## config.mk

```make
export PLATFORM = sky130hd
export DESIGN_NAME = izh_neuron_scheduler_flat
export DESIGN_NICKNAME = d
export VERILOG_FILES = /design/src/rtl/izh_neuron_scheduler_if.sv /design/src/rtl/izh_neuron_scheduler.sv /design/src/flat_wrapper.sv
export SDC_FILE = /design/constraint.sdc
export NUM_CORES = 1
export LEC_CHECK = 0
export ABC_AREA = 0
export BUFFER_PORTS_ARGS = -buffer_cell sky130_fd_sc_hd__buf_2
export CAP_MARGIN = 30
export CORE_MARGIN = 10
export CORE_UTILIZATION = 36
export CTS_CLUSTER_SIZE = 8
export DETAILED_ROUTE_END_ITERATION = 8
export GPL_ROUTABILITY_DRIVEN = 0
export HOLD_SLACK_MARGIN = 0.03
export PLACE_DENSITY = 0.6
export SYNTH_ARGS = -nofsm -noshare
export SYNTH_HDL_FRONTEND = slang
export SYNTH_SLANG_ARGS = --single-unit
export TNS_END_PERCENT = 100
```

## constraint.sdc

```tcl
create_clock -name clk -period 24.2 [get_ports clk]
set_clock_uncertainty 0.15 [all_clocks]
set_input_delay 4.84 -clock clk [delete_from_list [all_inputs] [get_ports clk]]
set_output_delay 4.84 -clock clk [all_outputs]
set_load 0.01 [all_outputs]
```

## src/rtl/izh_neuron_scheduler_if.sv

```systemverilog
// Bundle between the network/stimulus side, the scheduler and the shared RK4 solver.
// The scheduler takes the slave view; the surrounding logic takes the master view.
interface izh_neuron_scheduler_if #(
    parameter int IDX_W = 3
);
    logic             tick_en;
    logic             i_wr_en;
    logic [IDX_W-1:0] i_wr_idx;
    logic [15:0]      i_wr_data;
    logic             sol_start;
    logic [15:0]      sol_v;
    logic [15:0]      sol_u;
    logic [15:0]      sol_i;
    logic [15:0]      sol_v_next;
    logic [15:0]      sol_u_next;
    logic             sol_spike;
    logic             sol_done;
    logic             spk_valid;
    logic [IDX_W-1:0] spk_idx;
    logic             busy;
    logic             step_done;
    logic [15:0]      step_count;
    logic             overrun;
    logic             timeout_err;

    modport slave (
        input  tick_en, i_wr_en, i_wr_idx, i_wr_data,
        input  sol_v_next, sol_u_next, sol_spike, sol_done,
        output sol_start, sol_v, sol_u, sol_i,
        output spk_valid, spk_idx, busy, step_done, step_count, overrun, timeout_err
    );

    modport master (
        output tick_en, i_wr_en, i_wr_idx, i_wr_data,
        output sol_v_next, sol_u_next, sol_spike, sol_done,
        input  sol_start, sol_v, sol_u, sol_i,
        input  spk_valid, spk_idx, busy, step_done, step_count, overrun, timeout_err
    );
endinterface

```

## src/rtl/izh_neuron_scheduler.sv

```systemverilog
// Time-multiplexes one external RK4 Izhikevich solver over N_NEURONS neurons,
// holding per-neuron v/u/I state (signed 9.7) and applying the spike reset on write-back.
module izh_neuron_scheduler #(
    parameter int          N_NEURONS = 8,
    parameter int          IDX_W     = 3,
    parameter logic [15:0] C_PARAM   = 16'hDF80,
    parameter logic [15:0] D_PARAM   = 16'h0300,
    parameter logic [15:0] V_INIT    = 16'hDF80,
    parameter int          TIMEOUT   = 255
) (
    input logic                   clk,
    input logic                   rst,
    izh_neuron_scheduler_if.slave bus
);
    localparam int               CNT_W    = $clog2(TIMEOUT + 1);
    localparam logic [CNT_W-1:0] TO_LAST  = CNT_W'(TIMEOUT - 1);
    localparam logic [IDX_W-1:0] LAST_IDX = IDX_W'(N_NEURONS - 1);

    typedef enum logic [2:0] {S_IDLE, S_ISSUE, S_WAIT, S_WB, S_DONE} state_t;

    state_t           r_state, w_state_nxt;
    logic [IDX_W-1:0] r_idx, w_idx_nxt;
    logic [CNT_W-1:0] r_wcnt;
    logic [15:0]      r_v [N_NEURONS];
    logic [15:0]      r_u [N_NEURONS];
    logic [15:0]      r_i [N_NEURONS];
    logic [15:0]      r_sol_v, r_sol_u, r_sol_i;
    logic [15:0]      r_v_res, r_u_res;
    logic             r_spike, r_wb_en;
    logic             r_sol_start, r_spk_valid, r_busy, r_step_done;
    logic [IDX_W-1:0] r_spk_idx;
    logic [15:0]      r_step_count;
    logic             r_overrun, r_timeout_err;
    logic             w_wait_done, w_wait_to;

    // Signed 16-bit add that clamps instead of wrapping.
    function automatic logic [15:0] sat16(input logic [15:0] a, input logic [15:0] b);
        logic [16:0] s;
        s = {a[15], a} + {b[15], b};
        if (s[16] != s[15]) begin
            sat16 = s[16] ? 16'h8000 : 16'h7FFF;
        end else begin
            sat16 = s[15:0];
        end
    endfunction

    // Next state and next neuron index.
    always_comb begin
        w_state_nxt = r_state;
        w_idx_nxt   = r_idx;
        w_wait_done = 1'b0;
        w_wait_to   = 1'b0;
        case (r_state)
            S_IDLE: begin
                w_idx_nxt = '0;
                if (bus.tick_en) begin
                    w_state_nxt = S_ISSUE;
                end else begin
                    w_state_nxt = S_IDLE;
                end
            end
            S_ISSUE: w_state_nxt = S_WAIT;
            S_WAIT: begin
                if (bus.sol_done) begin
                    w_wait_done = 1'b1;
                    w_state_nxt = S_WB;
                end else if (r_wcnt == TO_LAST) begin
                    w_wait_to   = 1'b1;
                    w_state_nxt = S_WB;
                end else begin
                    w_state_nxt = S_WAIT;
                end
            end
            S_WB: begin
                if (r_idx == LAST_IDX) begin
                    w_state_nxt = S_DONE;
                end else begin
                    w_idx_nxt   = r_idx + IDX_W'(1);
                    w_state_nxt = S_ISSUE;
                end
            end
            S_DONE:  w_state_nxt = S_IDLE;
            default: w_state_nxt = S_IDLE;
        endcase
    end

    // State, neuron memories and registered outputs.
    always_ff @(posedge clk or posedge rst) begin
        if (rst) begin
            r_state       <= S_IDLE;
            r_idx         <= '0;
            r_wcnt        <= '0;
            for (int k = 0; k < N_NEURONS; k++) begin
                r_v[k] <= V_INIT;
                r_u[k] <= 16'h0000;
                r_i[k] <= 16'h0000;
            end
            r_sol_v       <= V_INIT;
            r_sol_u       <= 16'h0000;
            r_sol_i       <= 16'h0000;
            r_v_res       <= 16'h0000;
            r_u_res       <= 16'h0000;
            r_spike       <= 1'b0;
            r_wb_en       <= 1'b0;
            r_sol_start   <= 1'b0;
            r_spk_valid   <= 1'b0;
            r_spk_idx     <= '0;
            r_busy        <= 1'b0;
            r_step_done   <= 1'b0;
            r_step_count  <= 16'h0000;
            r_overrun     <= 1'b0;
            r_timeout_err <= 1'b0;
        end else begin
            r_state     <= w_state_nxt;
            r_idx       <= w_idx_nxt;
            r_sol_start <= (w_state_nxt == S_ISSUE);
            r_busy      <= (w_state_nxt != S_IDLE);
            r_step_done <= (w_state_nxt == S_DONE);
            r_spk_valid <= w_wait_done & bus.sol_spike;
            if (bus.i_wr_en) begin
                r_i[bus.i_wr_idx] <= bus.i_wr_data;
            end
            if (bus.tick_en && (r_state != S_IDLE)) begin
                r_overrun <= 1'b1;
            end
            // Operands are presented together with the start pulse, so load them on entry to ISSUE.
            if (w_state_nxt == S_ISSUE) begin
                r_sol_v <= r_v[w_idx_nxt];
                r_sol_u <= r_u[w_idx_nxt];
                r_sol_i <= r_i[w_idx_nxt];
                r_wcnt  <= '0;
            end else if (r_state == S_WAIT) begin
                r_wcnt <= r_wcnt + CNT_W'(1);
            end
            if (w_wait_done) begin
                r_wb_en   <= 1'b1;
                r_spike   <= bus.sol_spike;
                r_v_res   <= bus.sol_v_next;
                r_u_res   <= bus.sol_u_next;
                r_spk_idx <= r_idx;
            end else if (w_wait_to) begin
                r_wb_en       <= 1'b0;
                r_spike       <= 1'b0;
                r_timeout_err <= 1'b1;
            end
            if ((r_state == S_WB) && r_wb_en) begin
                if (r_spike) begin
                    r_v[r_idx] <= C_PARAM;
                    r_u[r_idx] <= sat16(r_u_res, D_PARAM);
                end else begin
                    r_v[r_idx] <= r_v_res;
                    r_u[r_idx] <= r_u_res;
                end
            end
            if (r_state == S_DONE) begin
                r_step_count <= r_step_count + 16'h0001;
            end
        end
    end

    assign bus.sol_start   = r_sol_start;
    assign bus.sol_v       = r_sol_v;
    assign bus.sol_u       = r_sol_u;
    assign bus.sol_i       = r_sol_i;
    assign bus.spk_valid   = r_spk_valid;
    assign bus.spk_idx     = r_spk_idx;
    assign bus.busy        = r_busy;
    assign bus.step_done   = r_step_done;
    assign bus.step_count  = r_step_count;
    assign bus.overrun     = r_overrun;
    assign bus.timeout_err = r_timeout_err;
endmodule

```

## src/flat_wrapper.sv

```systemverilog
// flat-port wrapper written by rule: the top's interface ports become plain ports
module izh_neuron_scheduler_flat 
#(
    parameter int          N_NEURONS = 8,
    parameter int          IDX_W     = 3,
    parameter logic [15:0] C_PARAM   = 16'hDF80,
    parameter logic [15:0] D_PARAM   = 16'h0300,
    parameter logic [15:0] V_INIT    = 16'hDF80,
    parameter int          TIMEOUT   = 255
)
  (clk, rst, bus_tick_en, bus_i_wr_en, bus_i_wr_idx, bus_i_wr_data, bus_sol_v_next, bus_sol_u_next, bus_sol_spike, bus_sol_done, bus_sol_start, bus_sol_v, bus_sol_u, bus_sol_i, bus_spk_valid, bus_spk_idx, bus_busy, bus_step_done, bus_step_count, bus_overrun, bus_timeout_err);
  izh_neuron_scheduler_if #(.IDX_W(IDX_W)) bus_i ();
  input logic clk;
  input logic rst;
  input wire logic [$bits(bus_i.tick_en)-1:0] bus_tick_en;
  input wire logic [$bits(bus_i.i_wr_en)-1:0] bus_i_wr_en;
  input wire logic [$bits(bus_i.i_wr_idx)-1:0] bus_i_wr_idx;
  input wire logic [$bits(bus_i.i_wr_data)-1:0] bus_i_wr_data;
  input wire logic [$bits(bus_i.sol_v_next)-1:0] bus_sol_v_next;
  input wire logic [$bits(bus_i.sol_u_next)-1:0] bus_sol_u_next;
  input wire logic [$bits(bus_i.sol_spike)-1:0] bus_sol_spike;
  input wire logic [$bits(bus_i.sol_done)-1:0] bus_sol_done;
  output wire logic [$bits(bus_i.sol_start)-1:0] bus_sol_start;
  output wire logic [$bits(bus_i.sol_v)-1:0] bus_sol_v;
  output wire logic [$bits(bus_i.sol_u)-1:0] bus_sol_u;
  output wire logic [$bits(bus_i.sol_i)-1:0] bus_sol_i;
  output wire logic [$bits(bus_i.spk_valid)-1:0] bus_spk_valid;
  output wire logic [$bits(bus_i.spk_idx)-1:0] bus_spk_idx;
  output wire logic [$bits(bus_i.busy)-1:0] bus_busy;
  output wire logic [$bits(bus_i.step_done)-1:0] bus_step_done;
  output wire logic [$bits(bus_i.step_count)-1:0] bus_step_count;
  output wire logic [$bits(bus_i.overrun)-1:0] bus_overrun;
  output wire logic [$bits(bus_i.timeout_err)-1:0] bus_timeout_err;
  assign bus_i.tick_en = bus_tick_en;
  assign bus_i.i_wr_en = bus_i_wr_en;
  assign bus_i.i_wr_idx = bus_i_wr_idx;
  assign bus_i.i_wr_data = bus_i_wr_data;
  assign bus_i.sol_v_next = bus_sol_v_next;
  assign bus_i.sol_u_next = bus_sol_u_next;
  assign bus_i.sol_spike = bus_sol_spike;
  assign bus_i.sol_done = bus_sol_done;
  assign bus_sol_start = bus_i.sol_start;
  assign bus_sol_v = bus_i.sol_v;
  assign bus_sol_u = bus_i.sol_u;
  assign bus_sol_i = bus_i.sol_i;
  assign bus_spk_valid = bus_i.spk_valid;
  assign bus_spk_idx = bus_i.spk_idx;
  assign bus_busy = bus_i.busy;
  assign bus_step_done = bus_i.step_done;
  assign bus_step_count = bus_i.step_count;
  assign bus_overrun = bus_i.overrun;
  assign bus_timeout_err = bus_i.timeout_err;
  izh_neuron_scheduler #(.N_NEURONS(N_NEURONS), .IDX_W(IDX_W), .C_PARAM(C_PARAM), .D_PARAM(D_PARAM), .V_INIT(V_INIT), .TIMEOUT(TIMEOUT)) u_core (.clk(clk), .rst(rst), .bus(bus_i));
endmodule
```

==> results.cfg <==
[route]
drc_errors = 0
wl_per_cell_um = 19.31
drt_first_pass_iters = 5
wirelength_mm = 61.31
final_antenna_net_count = 0
num_vias = 16680
vias_per_cell = 5.254
drtIter0Drc = 1251

[sta]
max_freq_mhz = 143.5
setup_ws_ns = 17.23
worst_pin_slew_ns = 1.123
fin_setup_tns_ns = 0
finalCritPeriodShare_pct = 28.80
max_slew_margin_pct = 24.88
finalMaxSlewViolations = 0
finalHoldViolCount = 0
rsz0062_at_grt = false
final-setup-viol-count = 0
fin_crit_ns = 6.971

[synth]
ys_ff_latch = 505
synth_edf_count = 0
seq_area_frac_synth_pct = 57.88
synth_top_flop_cell = dfrtp_1
syn_nets = 2308
postSynthAreaPerCell_sq_um = 9.791
netlist.area_leader.share_pct = 49.27
yosys_warnings = 0
synthCells = 2246
yosysTopAreaCell = dfrtp_1
synth.distinct_cells = 56
synth-async-reset-ratio_pct = 100.0
syn_area_sq_um = 21990
synth_area_leaders = dfrtp_1 49%, nand2_1 12%, dfstp_2 8.6%, mux2_2 7.3%, o21ai_0 5.6%

[layout]
fin_util_pct = 42.50
area_growth_pct = 16.86
fillers = 5710
nNetsFinal = 2414
antennaDiodeCount = 0
drive_above_1_share_pct = 20.64

[clock_network]
ctsResizeCount = 0
cts_tree = built
ctsHoldBuffers = 0
htreeDepth = 3
insertion_delay_ns = 0.60
cts.clk_slew.worst_paths_ns = 0.05
clock-sinks = 505
post-cts-setup-buffer-count = 0
cts_root_buf = clkbuf_16
cts_buffer_depth = 3
numCtsBuffers = 73

[flow_run]
cap_violations = 0

[place]
place_ws_ns = 16.66
hpwl_mm = 37.51
port_buffers = 129

[die]
dieArea_sq_um = 71370
rows = 90
fp.dieH_um = 267.2
boundaryPins = 130
die_w_um = 267.2
core-area_sq_um = 60470
start_util_pct = 36.36

[grt]
grt_overflow_total = 0
antenna_found_initial = 3
grt_pass1_vias = 16686
grt_max_degree = 155
grt_pass1_wl_mm = 97.13
track_usage_pct = 17.26

[critical_path]
arrival_ns = 7.30
worst_ep_required_time_ns = 24.53
path_class = in2reg
end_kind = register
path_max_fanout = 36
start_kind = primary input

[power]
power_density_nw_per_um2 = 127.9
ir_drop_mv = 0.06286
leakagePower_nw = 11.50

[hold_path]
hold_class = reg2reg

[outcome]
outcome = finished clean
logic make-up after synthesis:
kind of cell,share of synthesized area [%]
mux,8.910
compound gates,9.184
xor+xnor,0.9559
flops,57.88
fa+ha+maj,0.2845
buf+inv,3.237
simple gates,19.55
metal layers:
metal	track usage, %	up-vias	share of wire [%]	routed length (um)
li1	-	7809	-	-
met1	22.97	8272	45	27610
met2	27.58	492	46	28410
met3	4.118	105	6.5	4009
met4	5.021	2	2.1	1275
met5	0	-	0.021	13
critical path, cell delays in order:
cell and delay [ns]:
buf_2 0.11, or3b_1 0.38, a21o_1 0.17, buf_4 0.33, nor3_4 0.99, a32oi_1 0.21
and3_1 0.25
through the flow:
stage / power, mW / instance area [sq um] / instances / hold slack [ns]
floorplan: 1.958 / 21990 / 2246 / 0.2951
global placement: 2.285 / 23290 / 3047 / 0.2954
detailed placement: 2.347 / 23540 / 3058 / 0.3099
CTS: 3.317 / 25670 / 3174 / 0.3203
global route: 3.503 / 25700 / 3175 / 0.3288
finish: 3.286 / 25700 / 3175 / 0.3119
flip-flops by register name, summed over array words and instances (netlist names):
name                    count
u_core.r_i                128
u_core.bus.spk_valid        1
u_core.r_u_res             16
u_core.bus.step_count      16
u_core.r_wb_en              1
u_core.bus.sol_u           16
u_core.r_idx                3
u_core.bus.sol_v           16
u_core.bus.overrun          1
u_core.bus.timeout_err      1
u_core.r_u                128
u_core.r_wcnt               8
u_core.r_spike              1
u_core.bus.sol_i           16
u_core.bus.sol_start        1
u_core.bus.busy             1
u_core.bus.spk_idx          3
u_core.bus.step_done        1
u_core.r_state              3
u_core.r_v_res             16
u_core.r_v                128
cell usage in the layout (no fill, tap or decap), types with 8 or more instances in the layout:
master,n
buf_4,33
xnor2_1,12
buf_2,129
nand2_1,717
dfstp_2,72
clkbuf_1,36
mux2i_1,36
buf_16,8
nand3_1,177
o21ai_0,244
and3_1,24
a32oi_1,48
a21oi_1,32
inv_1,11
nor2_1,56
clkbuf_16,78
dfrtp_1,433
xor2_1,12
mux2_2,142
final cells by class:
class | instances | area [sq um] | area share [%]
clock buffer | 114 | 2087 | 8.122
inverter | 16 | 68.82 | 0.2678
timing repair buffer | 174 | 1179 | 4.587
sequential | 505 | 12730 | 49.53
multi-input combinational | 1582 | 8611 | 33.51
clock inverter | 2 | 46.29 | 0.1802
tap | 782 | 978.4 | 3.808
cells in the mapped netlist (all sizes together), types with 2 or more instances:
cell type,count
dfstp,72
o21ai,246
a31o,2
inv,15
nand2b,2
o211ai,2
a21oi,32
nand4,7
and3,24
mux2,142
xnor2,12
and4,2
or3,3
buf,53
nand4b,3
mux2i,36
a32oi,48
o22ai,2
nand3,179
nor3b,3
nor2,59
a21o,4
and3b,2
nand2,722
ha,5
xor2,12
nor3,11
o21bai,2
clkbuf,90
and2,4
a221oi,3
nor2b,3
dfrtp,433
where the power goes:
group | total [mW] | leakage (nW) | internal [mW] | switching [mW]
combinational | 1.03 | 4.16 | 0.360 | 0.672
sequential | 1.30 | 6.31 | 1.13 | 0.167
clock | 0.957 | 1.02 | 0.595 | 0.363
path summary, 6_finish.rpt:
path	startpoint	to	slack [ns]	cells past startpoint
setup / recovery	bus_tick_en	u_core.bus.sol_v[3]	17.23	7
hold / removal	u_core.bus.overrun	u_core.bus.overrun	0.31	1
setup reg to reg	u_core.r_idx[1]	u_core.bus.sol_v[3]	19.77	11
min in group asynchronous	rst	u_core.bus.step_count[3]	4.25	2
hold reg to reg	u_core.bus.overrun	u_core.bus.overrun	0.31	1
max in group asynchronous	rst	u_core.r_i[118]	18.17	3
(Power assumes the default switching activity.)
